$ cat src/rtl/aes_cp_pkg.sv
// Shared definitions for the aes256_coprocessor bus sequencer: register map,
// status bits and sequencer states.
package aes_cp_pkg;

   localparam logic [3:0] CP_STATUS = 4'd0;
   localparam logic [3:0] CP_NONCE0 = 4'd1;
   localparam logic [3:0] CP_KEY0   = 4'd5;
   localparam logic [3:0] CP_DIN    = 4'd13;
   localparam logic [3:0] CP_DOUT   = 4'd14;

   localparam int unsigned STATUS_RUN  = 0;
   localparam int unsigned STATUS_SRST = 1;

   typedef enum logic [3:0] {
      StIdle,
      StNonce,
      StKey,
      StData,
      StRun,
      StWait,
      StRead,
      StResp,
      StAbort
   } cp_state_e;

endpackage

$ cat src/rtl/aes_cp_master.sv
// Sequences one AES-CTR block through the coprocessor register port:
// optional context load, data load, run, wait for interrupt, read back.
module aes_cp_master
   import aes_cp_pkg::*;
#(
   parameter int unsigned WAIT_TIMEOUT    = 4096,
   parameter bit          SOFT_RST_ON_ERR = 1'b1
) (
   input  logic         clock,
   input  logic         rst_n,
   input  logic         cmd_valid,
   output logic         cmd_ready,
   input  logic         cmd_load_ctx,
   input  logic [255:0] cmd_key,
   input  logic [127:0] cmd_nonce,
   input  logic [127:0] cmd_block,
   output logic         res_valid,
   input  logic         res_ready,
   output logic [127:0] res_block,
   output logic         res_err,
   output logic [3:0]   cp_addr,
   output logic [31:0]  cp_wdata,
   output logic         cp_we,
   input  logic [31:0]  cp_rdata,
   input  logic         cp_irq
);

   localparam int unsigned TW = $clog2(WAIT_TIMEOUT + 1);

   cp_state_e      state_q, state_d;
   logic [3:0]     cnt_q, cnt_d;
   logic [TW-1:0]  wcnt_q, wcnt_d;
   logic [255:0]   key_q;
   logic [127:0]   nonce_q, blk_q, res_q;
   logic           err_q;
   logic           timeout;

   always_ff @(posedge clock or negedge rst_n) begin
      if (!rst_n) begin
         state_q <= StIdle;
         cnt_q   <= '0;
         wcnt_q  <= '0;
      end else begin
         state_q <= state_d;
         cnt_q   <= cnt_d;
         wcnt_q  <= wcnt_d;
      end
   end

   always_comb begin
      state_d   = state_q;
      cnt_d     = cnt_q;
      wcnt_d    = wcnt_q;
      cp_addr   = CP_STATUS;
      cp_wdata  = '0;
      cp_we     = 1'b0;
      cmd_ready = 1'b0;
      res_valid = 1'b0;
      timeout   = 1'b0;
      case (state_q)
         StIdle: begin
            cmd_ready = 1'b1;
            if (cmd_valid) begin
               state_d = cmd_load_ctx ? StNonce : StData;
               cnt_d   = '0;
            end
         end
         StNonce: begin
            cp_addr  = CP_NONCE0 + cnt_q;
            cp_wdata = nonce_q[32*cnt_q[1:0] +: 32];
            cp_we    = 1'b1;
            if (cnt_q == 4'd3) begin
               state_d = StKey;
               cnt_d   = '0;
            end else begin
               cnt_d = cnt_q + 4'd1;
            end
         end
         StKey: begin
            cp_addr  = CP_KEY0 + cnt_q;
            cp_wdata = key_q[32*cnt_q[2:0] +: 32];
            cp_we    = 1'b1;
            if (cnt_q == 4'd7) begin
               state_d = StData;
               cnt_d   = '0;
            end else begin
               cnt_d = cnt_q + 4'd1;
            end
         end
         StData: begin
            cp_addr  = CP_DIN;
            cp_wdata = blk_q[32*cnt_q[1:0] +: 32];
            cp_we    = 1'b1;
            if (cnt_q == 4'd3) begin
               state_d = StRun;
               cnt_d   = '0;
            end else begin
               cnt_d = cnt_q + 4'd1;
            end
         end
         StRun: begin
            cp_wdata[STATUS_RUN] = 1'b1;
            cp_we   = 1'b1;
            state_d = StWait;
            wcnt_d  = '0;
         end
         StWait: begin
            // First WAIT cycle blanks a stale interrupt level from the previous block.
            if (cp_irq && (wcnt_q != '0)) begin
               state_d = StRead;
               cnt_d   = '0;
            end else if (wcnt_q == TW'(WAIT_TIMEOUT)) begin
               timeout = 1'b1;
               cnt_d   = '0;
               state_d = SOFT_RST_ON_ERR ? StAbort : StResp;
            end else begin
               wcnt_d = wcnt_q + 1'b1;
            end
         end
         StRead: begin
            cp_addr = CP_DOUT;
            if (cnt_q == 4'd3) begin
               state_d = StResp;
               cnt_d   = '0;
            end else begin
               cnt_d = cnt_q + 4'd1;
            end
         end
         StAbort: begin
            cp_wdata[STATUS_SRST] = (cnt_q == 4'd0);
            cp_we = 1'b1;
            if (cnt_q == 4'd1) begin
               state_d = StResp;
               cnt_d   = '0;
            end else begin
               cnt_d = cnt_q + 4'd1;
            end
         end
         StResp: begin
            res_valid = 1'b1;
            if (res_ready) state_d = StIdle;
         end
         default: state_d = StIdle;
      endcase
   end

   always_ff @(posedge clock or negedge rst_n) begin
      if (!rst_n) begin
         key_q   <= '0;
         nonce_q <= '0;
         blk_q   <= '0;
         res_q   <= '0;
         err_q   <= 1'b0;
      end else begin
         if (state_q == StIdle && cmd_valid) begin
            key_q   <= cmd_key;
            nonce_q <= cmd_nonce;
            blk_q   <= cmd_block;
            res_q   <= '0;
            err_q   <= 1'b0;
         end
         // Capture and FIFO pop share the same edge.
         if (state_q == StRead) res_q[32*cnt_q[1:0] +: 32] <= cp_rdata;
         if (timeout) begin
            res_q <= '0;
            err_q <= 1'b1;
         end
         if (state_q == StResp && res_ready) err_q <= 1'b0;
      end
   end

   assign res_block = res_q;
   assign res_err   = err_q;

endmodule

$ cat config.mk
export PLATFORM = sky130hd
export DESIGN_NAME = aes_cp_master
export DESIGN_NICKNAME = d
export VERILOG_FILES = /design/src/rtl/aes_cp_pkg.sv /design/src/rtl/aes_cp_master.sv
export SDC_FILE = /design/constraint.sdc
export NUM_CORES = 2
export LEC_CHECK = 0
export CAP_MARGIN = 10
export CELL_PAD_IN_SITES_DETAIL_PLACEMENT = 0
export CELL_PAD_IN_SITES_GLOBAL_PLACEMENT = 2
export CORE_ASPECT_RATIO = 1.2
export CORE_MARGIN = 5
export CORE_UTILIZATION = 30
export CTS_CLUSTER_SIZE = 20
export DETAILED_ROUTE_END_ITERATION = 8
export MAX_ROUTING_LAYER = met4
export PLACE_DENSITY_LB_ADDON = 0.1
export REMOVE_ABC_BUFFERS = 1
export SLEW_MARGIN = 20
export SYNTH_ARGS = -nofsm -noshare
export SYNTH_HDL_FRONTEND = slang
export SYNTH_SLANG_ARGS = --single-unit
$ cat constraint.sdc
create_clock -name clock -period 3.7 [get_ports clock]
set_clock_uncertainty 0.2 [all_clocks]
set_input_delay 0.74 -clock clock [delete_from_list [all_inputs] [get_ports clock]]
set_output_delay 0.74 -clock clock [all_outputs]
set_load 0.02 [all_outputs]
# ---- Word level (Yosys, flattened, before mapping)
# Cells that the tools add are included.
dict set report totals {
  register_bits 662
  latch_bits 0
  ramBits 0
  mem_bits_ro 0
  input_bits 550
  output_inout_bits 168
  elab_cells 91
  n_memories 0
}
dict set report op_classes {
  addsub 4
  mul 0
  n_div 0
  order_cmp 0
  n_eq_ne 22
  n_shift 5
  mux 38
  bitwise_logic 0
  n_reduce_logical 14
}
# op count
set ops {}
lappend ops {{128-bit 2-to-1 mux} 3}
lappend ops {{128-bit by 8-bit indexed part select with 32-bit output} 2}
lappend ops {{256-bit by 9-bit indexed part select with 32-bit output} 1}
lappend ops {{128-bit bitwise mux} 1}
lappend ops {{32-bit by 34-bit variable shift with 128-bit output, first input constant} 1}
lappend ops {{32-bit by 34-bit indexed part select with 128-bit output} 1}
lappend ops {{30-bit case mux with 3 select lines} 1}
lappend ops {{4-bit 2-to-1 mux} 15}
lappend ops {{4-bit case mux with 9 select lines} 1}
lappend ops {{7-bit negator with 34-bit output} 1}
lappend ops {{13-bit 2-to-1 mux} 2}
lappend ops {{13-bit case mux with 2 select lines} 1}
lappend ops {{4-bit by 3-bit equality test with 1-bit output, second input constant} 5}
lappend ops {{4-bit case mux with 5 select lines} 1}
lappend ops {{2-bit inequality test, second input constant} 9}
lappend ops {{4-bit case mux with 4 select lines} 1}
lappend ops {{13-bit by 1-bit adder with 13-bit output, second input constant} 1}
lappend ops {{13-bit equality test, second input constant} 1}
lappend ops {{13-bit nonzero test} 1}
lappend ops {{4-bit by 2-bit equality test with 1-bit output, second input constant} 3}
lappend ops {{1-bit 2-to-1 mux} 9}
lappend ops {{4-bit by 1-bit equality test with 1-bit output, second input constant} 2}
lappend ops {{4-bit logical NOT} 2}
lappend ops {{1-bit case mux with 4 select lines} 2}
lappend ops {{other kinds (13)} 16}

# ---- Longest topological paths before layout
dict set report logic_depth {
  depth_word 6
  mapped_depth 11
  ltp_nobuf 7
}

# ---- Worst setup path before layout
# Ideal clock, no wire load.
dict set report synth_timing {
  path_kind {register to output}
  from {reg cnt_q[1]}
  to {out cp_addr[1]}
  t_arrival_ns 2.135
  required_ns 2.760
  path_slack_ns 0.625
  stages_incl_launch_ff 8
  path_buffers 3
  path_cell_list {dfrtp_1 clkbuf_1 clkbuf_1 clkbuf_1 inv_1 ha_1 o21ai_0 a21oi_1}
}
dict set report synth_between {
  elab_chain_cells 2
  elab_cells_between_ends 3
  cone_classes {add/sub (2); mux (1)}
}
# item line_no
set synth_lines {}
lappend synth_lines {{start, declared} aes_cp_master.sv:31} ;# logic [3:0] cnt_q, cnt_d;
lappend synth_lines {{start signal, assigned} aes_cp_master.sv:45} ;# cnt_q <= cnt_d;
lappend synth_lines {{3-bit by 4-bit adder with 4-bit output or 4-bit by 1-bit adder with 4-bit output (tied branches)} {aes_cp_master.sv:80, aes_cp_master.sv:69}}
lappend synth_lines {{4-bit case mux with 4 select lines *} aes_cp_master.sv:60} ;# case (state_q)
lappend synth_lines {{end, declared} aes_cp_master.sv:21} ;# output logic [3:0] cp_addr,
# Every way passes the cells marked *; elsewhere a longest branch is shown, timed or not.

# ---- Worst setup path in the final report
dict set report layout_timing {
  from {reg cnt_q[0]}
  to {out cp_wdata[3]}
}
dict set report layout_between {
  elab_chain_cells 2
  elab_cells_between_ends 4
  cone_classes {shift (3); mux (1)}
}
# item line_no
set layout_lines {}
lappend layout_lines {{256-bit by 9-bit indexed part select with 32-bit output (tied with other cells)} aes_cp_master.sv:81} ;# cp_wdata = key_q[32*cnt_q[2:0] +: 32];
lappend layout_lines {{30-bit case mux with 3 select lines *} aes_cp_master.sv:60}
lappend layout_lines {{end, declared} aes_cp_master.sv:22} ;# output logic [31:0] cp_wdata,
# Marks and branches as above.

==> results.md <==
- Hpwl dp: 83.6 mm
- First-pass GRT wire length: 168 mm
- Area after DPL: 38400 um^2
- PD cells: 785 nW/um^2
- Row cnt: 126
- Die Y: 353 um
- Seq cells post-synth: 662
- Total power: 32.3 mW
- Detailed Route Iter0 Violations: 1521
- Finished Layout Cells: 5081
- Pin count of the biggest net entering global routing: 130
- Port-buffer cells: 717
- DIE AREA: 105000 um^2
- Synth Flop Type: dfrtp_1
- DR vias: 24400
- Cells after Synth: 3052
- Fin crit share: 97.9%
- Critical path launch point type: flop
- Ports: 718
- Cell variety after synth: 51
- Design area: 41100 um^2
- Initial core utilization: 30.1%
- Core Region: 97900 um^2
- WL final: 114 mm
- Worst-Margin Slew: 0.738 ns
- Top-area cell type share of the netlist area: 56.2%
- Max_cap viols: 0
- Clock slew at reported path FFs: 0.06 ns
- Register area share after synthesis: 56.2%
- Filler cell count: 9583
- Vias per inst: 4.80
- # setup viols final: 0
- RSZ-0062 raised after global routing: yes
- Synth warn: 0
- Headroom to the max-slew limit: 50.4%
- Setup crit end kind: output pin
- Post-synth EDFFs: 0
- Remaining DRCs: 0
- Post-Syn Area: 29500 um^2
- Final hold vios: 0
- Antenna viol nets, final: 0
- Clk root buf: clkbuf_16
- Wire length per cell: 22.4 um
- Critical path peak fanout: 12
- FMAX: 276 MHz
- Routability Congestion: 0.866
- Nets: 4293
- Crit path required time: 2.76 ns
- Initial antenna violation count: 13
- CTS tree: built
- Total grt overflow: 0
- Inst Count DP: 4921
- P&R area growth vs syn: 39.6%
- Avg Inst Size Synth: 9.66 um^2
- Final Max Tran Viols: 0
- H-tree lvl count: 3
- Die Width: 296 um
- VDD IR max: 0.310 mV
- Hold WC Path Type: reg -> reg
- Setup TNS: 0 ns
- Status: complete, no violations
- Clock buffer depth: 3
- Worst-skew pair later-pin latency: 0.63 ns
- Fin Hold WS: 0.266 ns
- Area leader, netlist: dfrtp_1
- Layout cells sized above 1: 10.8%
- Vias in the first global route: 26000
- Commonest cells in the netlist: 1552 x nand2_1, 662 x dfrtp_1, 149 x nor2_1
- Clock Sinks: 662
- Most common cell in the netlist: nand2_1
- Static leakage: 19.7 nW
- Async SR Flop Fraction: 100%
- Setup CP Type: reg -> out
- First drt pass iteration count: 5
- WP data arrival: 2.68 ns
- Main area contributors after synthesis: dfrtp_1 56%, nand2_1 20%, mux4_2 9.8%
- GRT Resource Usage Total: 21.8%
- Min Tclk post-route: 3.62 ns
- CTS Buf Count: 74
-- registers in the layout, indices dropped and copies added, names as in the netlist --
signal / flops
key_q: 256
blk_q: 128
nonce_q: 128
res_block: 128
wcnt_q: 13
cnt_q: 4
state_q: 4
res_err: 1
-- cells in the final DEF (no fill, tap or decap), drive strengths merged, types with 4 or more instances in the layout --
cell type      synthesis  layout
inv                    8      11
diode                  0      14
or2                    4       4
clkdlybuf4s50          0     679
a22oi                128     128
bufinv                 0       6
ha                     9       9
mux4                 128     128
nand3                 12      12
clkinv                 0      12
mux2i                 66      66
clkbuf               114     115
buf                   92     111
nand2               1552    1552
xor2                   8       8
dlymetal6s2s           0       5
o22ai                 31      31
nor3                   7       7
a21oi                 19      19
nor2                 149     149
o21ai                 10      10
mux2                   5       5
dfrtp                662     662
-- layout make-up --
class | count | area, um^2 | area share (%)
Timing Repair Buffer | 812 | 8360 | 20.3
Clock buffer | 106 | 2140 | 5.21
Multi-Input combinational cell | 2176 | 12100 | 29.4
Antenna cell | 14 | 35.0 | 0.0851
Tap cell | 1280 | 1600 | 3.89
Clock inverter | 23 | 282 | 0.684
Inverter | 8 | 30.0 | 0.0730
Sequential cell | 662 | 16600 | 40.3
-- report_power, final --
part           switching, mW  leakage [nW]  total (mW)  internal, mW
combinational           6.89          9.99        13.0          6.09
clock                   3.03          1.20        7.47          4.44
sequential              1.72          8.50        11.8          10.1
-- path summary, 6_finish.rpt --
path	slack (ns)	startpoint	depth (start not counted)	to
max in group asynchronous	1.84	rst_n	4	blk_q[83]
worst min-delay path	0.27	key_q[243]	2	key_q[243]
min in group asynchronous	0.43	rst_n	2	state_q[1]
worst min register to register	0.27	key_q[243]	2	key_q[243]
worst max-delay path	0.08	cnt_q[0]	7	cp_wdata[3]
worst max register to register	0.84	state_q[1]	7	state_q[0]
-- layer usage --
metal	GRT usage, %	part of all wire [%]	wire (um)	vias up
li1	-	-	-	11400
met1	27.8	42	48300	12100
met2	35.3	49	55400	769
met3	4.31	5.9	6700	132
met4	6.94	3.0	3420	0
met5	-	0	0	-
-- kinds of logic (layout without fill, tap and decap cells) --
family / count (synthesis) / count (layout) / synth area share (%)
muxes: 199 / 199 / 12.3
adders and majority gates: 9 / 9 / 0.382
xor gates and xnor gates: 11 / 11 / 0.327
and+or+nand+nor: 1754 / 1754 / 22.9
other: 0 / 14 / 0
buffers and inverters: 214 / 949 / 3.07
DFF: 662 / 662 / 56.2
AOI/OAI and AO/OA: 203 / 203 / 4.84
-- metrics by stage --
stage / util [%] / setup WS, ns
3_5_place_dp: 39.3 / 0.207
2_1_floorplan: - / -11.06
6_report: 42.0 / 0.0776
4_1_cts: 42.0 / -0.0911
3_3_place_gp: 39.3 / 0.199
5_1_grt: 42.0 / -0.0211
-- repair_timing --
action,CTS,global route
setup endpoints to repair,37,29
gates resized for setup,113,40
hold buffers,1,0
gates cloned,4,0
endpoints found under the hold margin,31,0
pin swaps,0,1
buffers inserted,7,5
-- worst max-delay path: stages, from the launching register on --
cell,delay [ns]
dfrtp_4,0.46
buf_12,0.13
buf_16,0.16
buf_16,0.18
mux4_2,0.52
mux2i_1,0.19
o22ai_1,0.14
clkdlybuf4s15_2,0.28
No activity file was read; power rests on OpenSTA's default activity.
